--- src/rtl/disp_pkg.sv ---
// rtl/disp_pkg.sv - glyph, mode and message codes shared by the marquee scroller
// Glyph constants are 7-segment patterns; blank is all segments off.
package disp_pkg;

    localparam logic [6:0] G_BLANK = 7'd0;
    localparam logic [6:0] G_A     = 7'd119;
    localparam logic [6:0] G_C     = 7'd57;
    localparam logic [6:0] G_E     = 7'd121;
    localparam logic [6:0] G_H     = 7'd118;
    localparam logic [6:0] G_L     = 7'd56;
    localparam logic [6:0] G_O     = 7'd63;
    localparam logic [6:0] G_R     = 7'd80;
    localparam logic [6:0] G_S     = 7'd109;
    localparam logic [6:0] G_U     = 7'd28;
    localparam logic [6:0] G_Y     = 7'd110;
    localparam logic [6:0] G_W     = 7'd29;
    localparam logic [6:0] G_I     = 7'd25;
    localparam logic [6:0] G_N     = 7'd84;
    localparam logic [6:0] G_P     = 7'd115;
    localparam logic [6:0] G_G     = 7'd111;

    localparam logic [1:0] MODE_SCROLL = 2'd0;
    localparam logic [1:0] MODE_STATIC = 2'd1;
    localparam logic [1:0] MODE_BLINK  = 2'd2;

    localparam logic [2:0] MSG_OFF    = 3'd0;
    localparam logic [2:0] MSG_HOLA   = 3'd1;
    localparam logic [2:0] MSG_CHOOSE = 3'd2;
    localparam logic [2:0] MSG_GO     = 3'd3;
    localparam logic [2:0] MSG_WIN    = 3'd4;
    localparam logic [2:0] MSG_PAUSE  = 3'd5;

    // Longest message is 11 glyphs, so 4 bits of length and a 16-entry table suffice.
    localparam int LEN_W = 4;

endpackage

--- src/rtl/msg_rom.sv ---
// rtl/msg_rom.sv - combinational message ROM: (message, position) -> (glyph, length)
// Positions at or beyond the message length read as blank; POS_W must be at least 4.
module msg_rom
    import disp_pkg::*;
#(
    parameter int SEG_W = 7,
    parameter int POS_W = 5
) (
    input  logic [2:0]       msg_i,
    input  logic [POS_W-1:0] pos_i,
    output logic [SEG_W-1:0] glyph_o,
    output logic [LEN_W-1:0] len_o
);

    logic [6:0] tbl [16];
    logic [6:0] g7;

    always_comb begin
        for (int i = 0; i < 16; i++) tbl[i] = G_BLANK;
        len_o = '0;
        case (msg_i)
            MSG_HOLA: begin
                len_o = 4'd4;
                tbl[0] = G_H; tbl[1] = G_O; tbl[2] = G_L; tbl[3] = G_A;
            end
            MSG_CHOOSE: begin
                len_o = 4'd11;
                tbl[0] = G_C; tbl[1] = G_H; tbl[2] = G_O; tbl[3] = G_O;
                tbl[4] = G_S; tbl[5] = G_E; tbl[6] = G_BLANK;
                tbl[7] = G_H; tbl[8] = G_E; tbl[9] = G_R; tbl[10] = G_O;
            end
            MSG_GO: begin
                len_o = 4'd2;
                tbl[0] = G_G; tbl[1] = G_O;
            end
            MSG_WIN: begin
                len_o = 4'd7;
                tbl[0] = G_Y; tbl[1] = G_O; tbl[2] = G_U; tbl[3] = G_BLANK;
                tbl[4] = G_W; tbl[5] = G_I; tbl[6] = G_N;
            end
            MSG_PAUSE: begin
                len_o = 4'd5;
                tbl[0] = G_P; tbl[1] = G_A; tbl[2] = G_U; tbl[3] = G_S; tbl[4] = G_E;
            end
            default: len_o = '0;
        endcase
        g7      = (pos_i < POS_W'(len_o)) ? tbl[pos_i[3:0]] : G_BLANK;
        glyph_o = SEG_W'(g7);
    end

endmodule

--- src/rtl/marquee_scroller.sv ---
// rtl/marquee_scroller.sv - scrolling/static/blinking text driver for a multi-digit 7-segment bus
// Holds the tick divider, the message/mode latches and the display datapath.
module marquee_scroller
    import disp_pkg::*;
#(
    parameter int DIGITS   = 4,
    parameter int SEG_W    = 7,
    parameter int TICK_DIV = 9000000,
    parameter int GAP      = DIGITS
) (
    input  logic                    clk,
    input  logic                    rst,
    input  logic                    enable,
    input  logic [2:0]              msg_sel,
    input  logic [1:0]              mode,
    output logic [DIGITS*SEG_W-1:0] display,
    output logic                    wrap_pulse
);

    localparam int IDX_W  = $clog2(16 + GAP);
    localparam int TCNT_W = $clog2(TICK_DIV);
    localparam int DW     = DIGITS * SEG_W;
    localparam logic [TCNT_W-1:0] TCNT_LAST = TCNT_W'(TICK_DIV - 1);

    logic [TCNT_W-1:0] tcnt_q, tcnt_d;
    logic [IDX_W-1:0]  idx_q, idx_d, idx_last;
    logic              phase_q, phase_d;
    logic [2:0]        msg_q;
    logic [1:0]        mode_q;
    logic [DW-1:0]     disp_q, disp_d;
    logic              wrap_q, wrap_d;
    logic              tick, changed;

    logic [SEG_W-1:0]  scroll_glyph;
    logic [LEN_W-1:0]  scroll_len;
    logic [DW-1:0]     static_img;
    logic [LEN_W-1:0]  static_len_unused [DIGITS];

    msg_rom #(.SEG_W(SEG_W), .POS_W(IDX_W)) u_scroll_rom (
        .msg_i   (msg_q),
        .pos_i   (idx_q),
        .glyph_o (scroll_glyph),
        .len_o   (scroll_len)
    );

    // Text position j lands on digit DIGITS-1-j so the message reads left to right.
    for (genvar j = 0; j < DIGITS; j++) begin : g_static
        msg_rom #(.SEG_W(SEG_W), .POS_W(IDX_W)) u_static_rom (
            .msg_i   (msg_q),
            .pos_i   (IDX_W'(j)),
            .glyph_o (static_img[(DIGITS-1-j)*SEG_W +: SEG_W]),
            .len_o   (static_len_unused[j])
        );
    end

    assign tick     = (tcnt_q == TCNT_LAST);
    assign changed  = (msg_sel != msg_q) || (mode != mode_q);
    assign idx_last = IDX_W'(scroll_len) + IDX_W'(GAP - 1);

    always_comb begin
        tcnt_d  = tcnt_q;
        idx_d   = idx_q;
        phase_d = phase_q;
        disp_d  = disp_q;
        wrap_d  = 1'b0;
        if (!enable || changed) begin
            tcnt_d  = '0;
            idx_d   = '0;
            phase_d = 1'b0;
            disp_d  = '0;
        end else begin
            tcnt_d = tick ? '0 : tcnt_q + TCNT_W'(1);
            if (tick) begin
                case (mode_q)
                    MODE_SCROLL: begin
                        disp_d = {scroll_glyph, disp_q[DW-1:SEG_W]};
                        if (idx_q == idx_last) begin
                            idx_d  = '0;
                            wrap_d = (scroll_len != '0);
                        end else begin
                            idx_d = idx_q + IDX_W'(1);
                        end
                    end
                    MODE_BLINK: begin
                        phase_d = ~phase_q;
                        disp_d  = phase_q ? static_img : '0;
                    end
                    default: disp_d = static_img;
                endcase
            end
        end
    end

    always_ff @(posedge clk) begin
        if (rst) begin
            tcnt_q  <= '0;
            idx_q   <= '0;
            phase_q <= 1'b0;
            msg_q   <= '0;
            mode_q  <= '0;
            disp_q  <= '0;
            wrap_q  <= 1'b0;
        end else begin
            tcnt_q  <= tcnt_d;
            idx_q   <= idx_d;
            phase_q <= phase_d;
            msg_q   <= msg_sel;
            mode_q  <= mode;
            disp_q  <= disp_d;
            wrap_q  <= wrap_d;
        end
    end

    assign display    = disp_q;
    assign wrap_pulse = wrap_q;

endmodule
--- config.mk ---
export PLATFORM = sky130hd
export DESIGN_NAME = marquee_scroller
export DESIGN_NICKNAME = d
export VERILOG_FILES = /design/src/rtl/disp_pkg.sv /design/src/rtl/msg_rom.sv /design/src/rtl/marquee_scroller.sv
export SDC_FILE = /design/constraint.sdc
export NUM_CORES = 1
export LEC_CHECK = 0
export BUFFER_PORTS_ARGS = -buffer_cell sky130_fd_sc_hd__clkbuf_2
export CAP_MARGIN = 20
export CORE_ASPECT_RATIO = 0.75
export CORE_MARGIN = 5
export CORE_UTILIZATION = 40
export DETAILED_ROUTE_END_ITERATION = 10
export GPL_TIMING_DRIVEN = 0
export PLACE_DENSITY_LB_ADDON = 0.2
export SLEW_MARGIN = 20
export SYNTH_ARGS = -nofsm -noshare
export SYNTH_HDL_FRONTEND = slang
export SYNTH_HIERARCHICAL = 1
export SYNTH_SLANG_ARGS = --single-unit
--- constraint.sdc ---
create_clock -name clk -period 6.7 [get_ports clk]
set_input_delay 0.67 -clock clk [delete_from_list [all_inputs] [get_ports clk]]
set_output_delay 0.67 -clock clk [all_outputs]
set_load 0.01 [all_outputs]
==> results of run 1 <==
-- per-stage QoR --
stage / total power, mW / setup slack [ns] / util (%) / std cells
2_1_floorplan: 0.607 / 3.30 / - / 1035
3_3_place_gp: 0.654 / 2.28 / 45.0 / 1286
3_5_place_dp: 0.654 / 2.92 / 45.2 / 1287
4_1_cts: 1.09 / 2.90 / 46.8 / 1303
5_1_grt: 1.16 / 2.56 / 46.8 / 1303
6_report: 1.10 / 2.85 / 46.8 / 1303
-- power by group through the flow --
stage | registers [mW] | logic (mW) | clock network [mW]
detailed placement | 0.399 | 0.255 | 0
CTS | 0.391 | 0.256 | 0.448
finish | 0.391 | 0.277 | 0.437
floorplan | 0.396 | 0.211 | 0
global placement | 0.401 | 0.253 | 0
global route | 0.391 | 0.308 | 0.463
-- metal layers --
layer	GRT usage, %	vias to the layer above
met1	31.3	3395
met2	29.7	332
met3	3.27	21
met5	0	-
li1	-	3704
met4	3.68	2
-- critical path, stage by stage, from the launching register on --
cell       delay, ns
dfxtp_1         0.88
buf_2           0.37
clkbuf_1        0.36
inv_1           0.18
ha_1            0.26
a21o_1          0.22
inv_1           0.07
ha_1            0.22
o211ai_1        0.11
a31oi_1         0.11
a2111oi_4       0.41
nand2_2         0.15
nor3_1          0.21
a22oi_1         0.09
a21oi_1         0.14
-- worst paths after layout --
check	from	end	slack, ns	depth (start not counted)
max	msg_q[2]$_SDFF_PP0_	display[21]$_SDFFE_PP0N_	2.85	14
min	tcnt_q[0]$_SDFF_PP0_	tcnt_q[0]$_SDFF_PP0_	0.48	1
max reg2reg	msg_q[2]$_SDFF_PP0_	display[21]$_SDFFE_PP0N_	2.85	14
min reg2reg	tcnt_q[0]$_SDFF_PP0_	tcnt_q[0]$_SDFF_PP0_	0.48	1
-- registers in the layout, summed over array words and instances (netlist names) --
register,count
display,28
tcnt_q,24
idx_q,5
msg_q,3
mode_q,2
phase_q,1
wrap_pulse,1
-- cell type report --
| type | instances | share of cell area [%] |
|---|---|---|
| multi-input cells | 854 | 67.8 |
| repair buffers | 37 | 2.63 |
| plain buffers | 67 | 3.94 |
| flip-flops and latches | 64 | 16.2 |
| well taps | 215 | 3.40 |
| clock buffers | 10 | 3.02 |
| clock inverters | 6 | 0.554 |
| inverters | 50 | 2.37 |
-- placed cells by master (no fill, tap or decap), types with 15 or more instances in the layout --
master	n
a21oi_1	113
nand2_1	91
conb_1	68
dfxtp_1	63
o21ai_0	59
nor2_1	51
inv_1	50
nand2b_1	50
clkbuf_1	44
nor3_1	39
nand3_1	37
clkbuf_2	36
a22oi_1	34
ha_1	33
nor2b_1	31
xor2_1	22
and3_1	19
buf_2	18
xnor2_1	17
a31oi_1	17
o211ai_1	15
==> metrics.txt, run 1 <==
largest net degree at the start of global routing=21; Int Power=751 uW; # rows=41; synthesized cell area=6900 sq um; DR iter-0 viols=948; postcts setup bufs=0; # DRC=0; fin crit period=3.85 ns; GR Overflow Total=0; Hold WS=0.484 ns; Flop pwr share=35.4%; clock root buffer=clkbuf_16; initial core utilization=40.9%; WL met3=1660 um; static leakage power=2.92 nW; Critical Path Start Type=flop; Chip Width=162 um; port buffer count=36; CTS tree=yes; Total GRT Usage=20.3%; die area=20,000 sq um; WL met2=8260 um; Final GP Congestion=0.961; Hold Vio Cnt, Final=0; Worst-Margin Slew=1.11 ns; f_max=0.260 GHz; post-synthesis instance total=969; kind of end point of the critical path=flop; unrepaired setup endpoints after global routing=no; Vias/cell=5.72; Clk pwr share=39.5%; M1 WL=10,200 um; WP data arrival=4.11 ns; post-cts resize count=0; Max Slew Vio Count=0; Area growth, synth to finish=14.6%; drt first pass iters=5; status=complete, no violations; vias=7,454; Die Y=124 um; Final Cycle Share=57.4%; clk slew on worst S/H paths=0.06 ns; share of cells above drive strength 1=9.83%; Final setup violation count=0; DRT Wirelength=20,400 um; Req. time, crit path=6.96 ns; Post-DP Area=7620 sq um; Net Sw Frac=32.1%; Layout fillers=1,764; CTS Hold Bufs=0; core area=16,900 sq um; Pwr per Cell Area=140 nW/um^2; final setup TNS=0 ns; clock sink total=64; worst-path fanout max=16; Psw=354 uW; first-pass GRT wire length=33,900 um; Max Cap Violations=0; DRT antenna net count=0; initial antenna violation count=1; clk_skew=0.00805 ns; Crit Path Category=reg2reg; area taken by multi-input logic gates=5360 sq um; slew margin rel.=26.1%; register area=1280 sq um; DPL Wire Length=15,700 um; final net count=1,124; # diodes=0; maximum vdd drop=0.135 mV; Hold WC Path Type=reg2reg; Clock Tree Buf Depth=2; Max Used Layer=met5; # H-tree levels=3; cell area after layout=7900 sq um; drt wl/cell=15.6 um; Syn. warnings=6; Mapped Avg Cell Area=7.12 sq um; clk_lat worst skew=0.33 ns; num ports=37; CTS buffer count=9; vias in the first global route=6,652; Comb power frac=25.1%
No activity file was read; power rests on OpenSTA's default activity.
==> inputs of run 2 (changes only) <==
Clock period 6.7 ns to 3.5 ns, I/O delays scaled along.
==> run 2 against run 1 <==
Effect of this change:
- clock skew barely moved
- utilization rose by 0.31 points
- clock power increased by 91%
- die area unchanged
- first-iteration DRC count shrank 2.3%
- via count is 0.44% lower
- final area grew 0.66%
- maximum frequency rose by 18%
- total power rose by 92%
- sequential share of layout area about the same
==> metrics.txt, run 2 (synthesis gave the netlist of run 1 again) <==
Req. time, crit path=3.76 ns; HP Start=rst; Hold WS=0.250 ns; cell area after layout=7960 sq um; Post-DP Area=7620 sq um; Die Y=124 um; final setup margin=0.237 ns; Worst R2R Start=msg_q[1]$_SDFF_PP0_; CTS Hold Bufs=0; Final Cycle Share=93.2%; critical path's most frequent cell=a21oi_1; share of cells above drive strength 1=11.2%; drt wl/cell=15.6 um; port buffer count=36; num ports=37; Area growth, synth to finish=15.4%; maximum vdd drop=0.257 mV; unrepaired setup endpoints after global routing=no; # diodes=0; Int Power=1.44 mW; Psw=677 uW; GR Overflow Total=0; vias in the first global route=6,649; CTS buffer count=9; Final GP Congestion=0.961; Vias/cell=5.69; Finished Layout Cells=1,304; crit path cell chain=buf_16, buf_2, inv_1, ha_2, inv_2, a21oi_1, ha_1, o211ai_1, a31oi_1, a2111oi_4, buf_4, nand2_2, nor3_1, nand2_1, a21oi_1; Net Sw Frac=31.9%; commonest non-fill, non-tap cell in the layout=a21oi_1; clock sink total=64; DPL Wire Length=15,700 um; clk slew on worst S/H paths=0.05 ns; crit path max-delay cell type=dfxtp_4; Clock Tree Buf Depth=2; Max Slew Vio Count=0; final net count=1,125; commonest non-fill, non-tap cells in the layout=a21oi_1 (112), nand2_1 (91), conb_1 (68), dfxtp_1 (61), o21ai_0 (59); Layout Utilization=47.1%; DRT Wirelength=20,400 um; Worst-Margin Slew=0.591 ns; Pwr per Cell Area=266 nW/um^2; kind of end point of the critical path=flop; first-pass GRT wire length=33,900 um; crit path from=msg_q[1]$_SDFF_PP0_; slew margin rel.=60.6%; vias=7,421; # H-tree levels=3; static leakage power=2.93 nW; max FFs per register=28; f_max=0.306 GHz; initial core utilization=40.9%; CTS tree=yes; Final setup violation count=0; Hold WC Path Type=in2reg; power after layout=2.12 mW; fin crit period=3.26 ns; Critical Path Start Type=flop; status=complete, no violations; clk_skew=0.00758 ns; Clk pwr share=39.3%; drt first pass iters=5; initial antenna violation count=1; DR iter-0 viols=926; die area=20,000 sq um; Worst path max stage delay=0.47 ns; Hold Vio Cnt, Final=0; # DRC=0; WP data arrival=3.52 ns; Place WS=-0.282 ns; DRT antenna net count=0; # rows=41; worst-path fanout max=20; Comb power frac=25.4%; core area=16,900 sq um; Flop pwr share=35.2%; clock root buffer=clkbuf_16; clk_lat worst skew=0.33 ns; Post-Place Cells=1,287; Crit Path Category=reg2reg; Chip Width=162 um; largest net degree at the start of global routing=21; Total GRT Usage=20.3%; Max Cap Violations=0; final setup TNS=0 ns
-- run 2: final timing paths --
kind                                    to  slack [ns]  cells past startpoint
setup / recovery  display[19]$_SDFFE_PP0N_        0.24                     15
setup reg to reg  display[19]$_SDFFE_PP0N_        0.24                     15
hold reg to reg       tcnt_q[0]$_SDFF_PP0_        0.48                      1
hold / removal         msg_q[1]$_SDFF_PP0_        0.25                      2
-- run 2: repair_timing --
item | CTS | global route
pin swaps | 0 | 3
gates resized for setup | 2 | 14
buffers inserted | 0 | 3
setup endpoints to repair | 28 | 31
-- run 2: layer usage --
metal / vias up / global-route usage, % / routed length [um]
met3: 22 / 3.27 / 1600
li1: 3707 / - / -
met4: 2 / 3.68 / 265
met1: 3378 / 31.3 / 10200
met2: 312 / 29.7 / 8280
met5: - / 0 / 7
-- run 2: power groups by stage --
stage | logic (mW) | clock network [mW] | registers [mW]
6_report | 0.539 | 0.834 | 0.746
5_1_grt | 0.600 | 0.886 | 0.747
4_1_cts | 0.490 | 0.857 | 0.748
3_5_place_dp | 0.488 | 0 | 0.764
3_3_place_gp | 0.485 | 0 | 0.768
2_1_floorplan | 0.404 | 0 | 0.759
-- run 2: critical path: cells and delay by family (launching register included) --
family | cells | cell delay (ns)
AOI/OAI and AO/OA | 5 | 0.84
buffers and inverters | 5 | 0.82
adders and majority gates | 2 | 0.64
DFF | 1 | 0.47
and+or+nand+nor | 3 | 0.41
-- run 2: final cells by class --
class	instances	area (sq um)
clock buffers	10	239
clock inverters	6	43.8
fillers	1754	8920
multi-input cells	854	5380
well taps	215	269
inverters	50	188
plain buffers	65	308
repair buffers	40	243
flip-flops and latches	64	1290
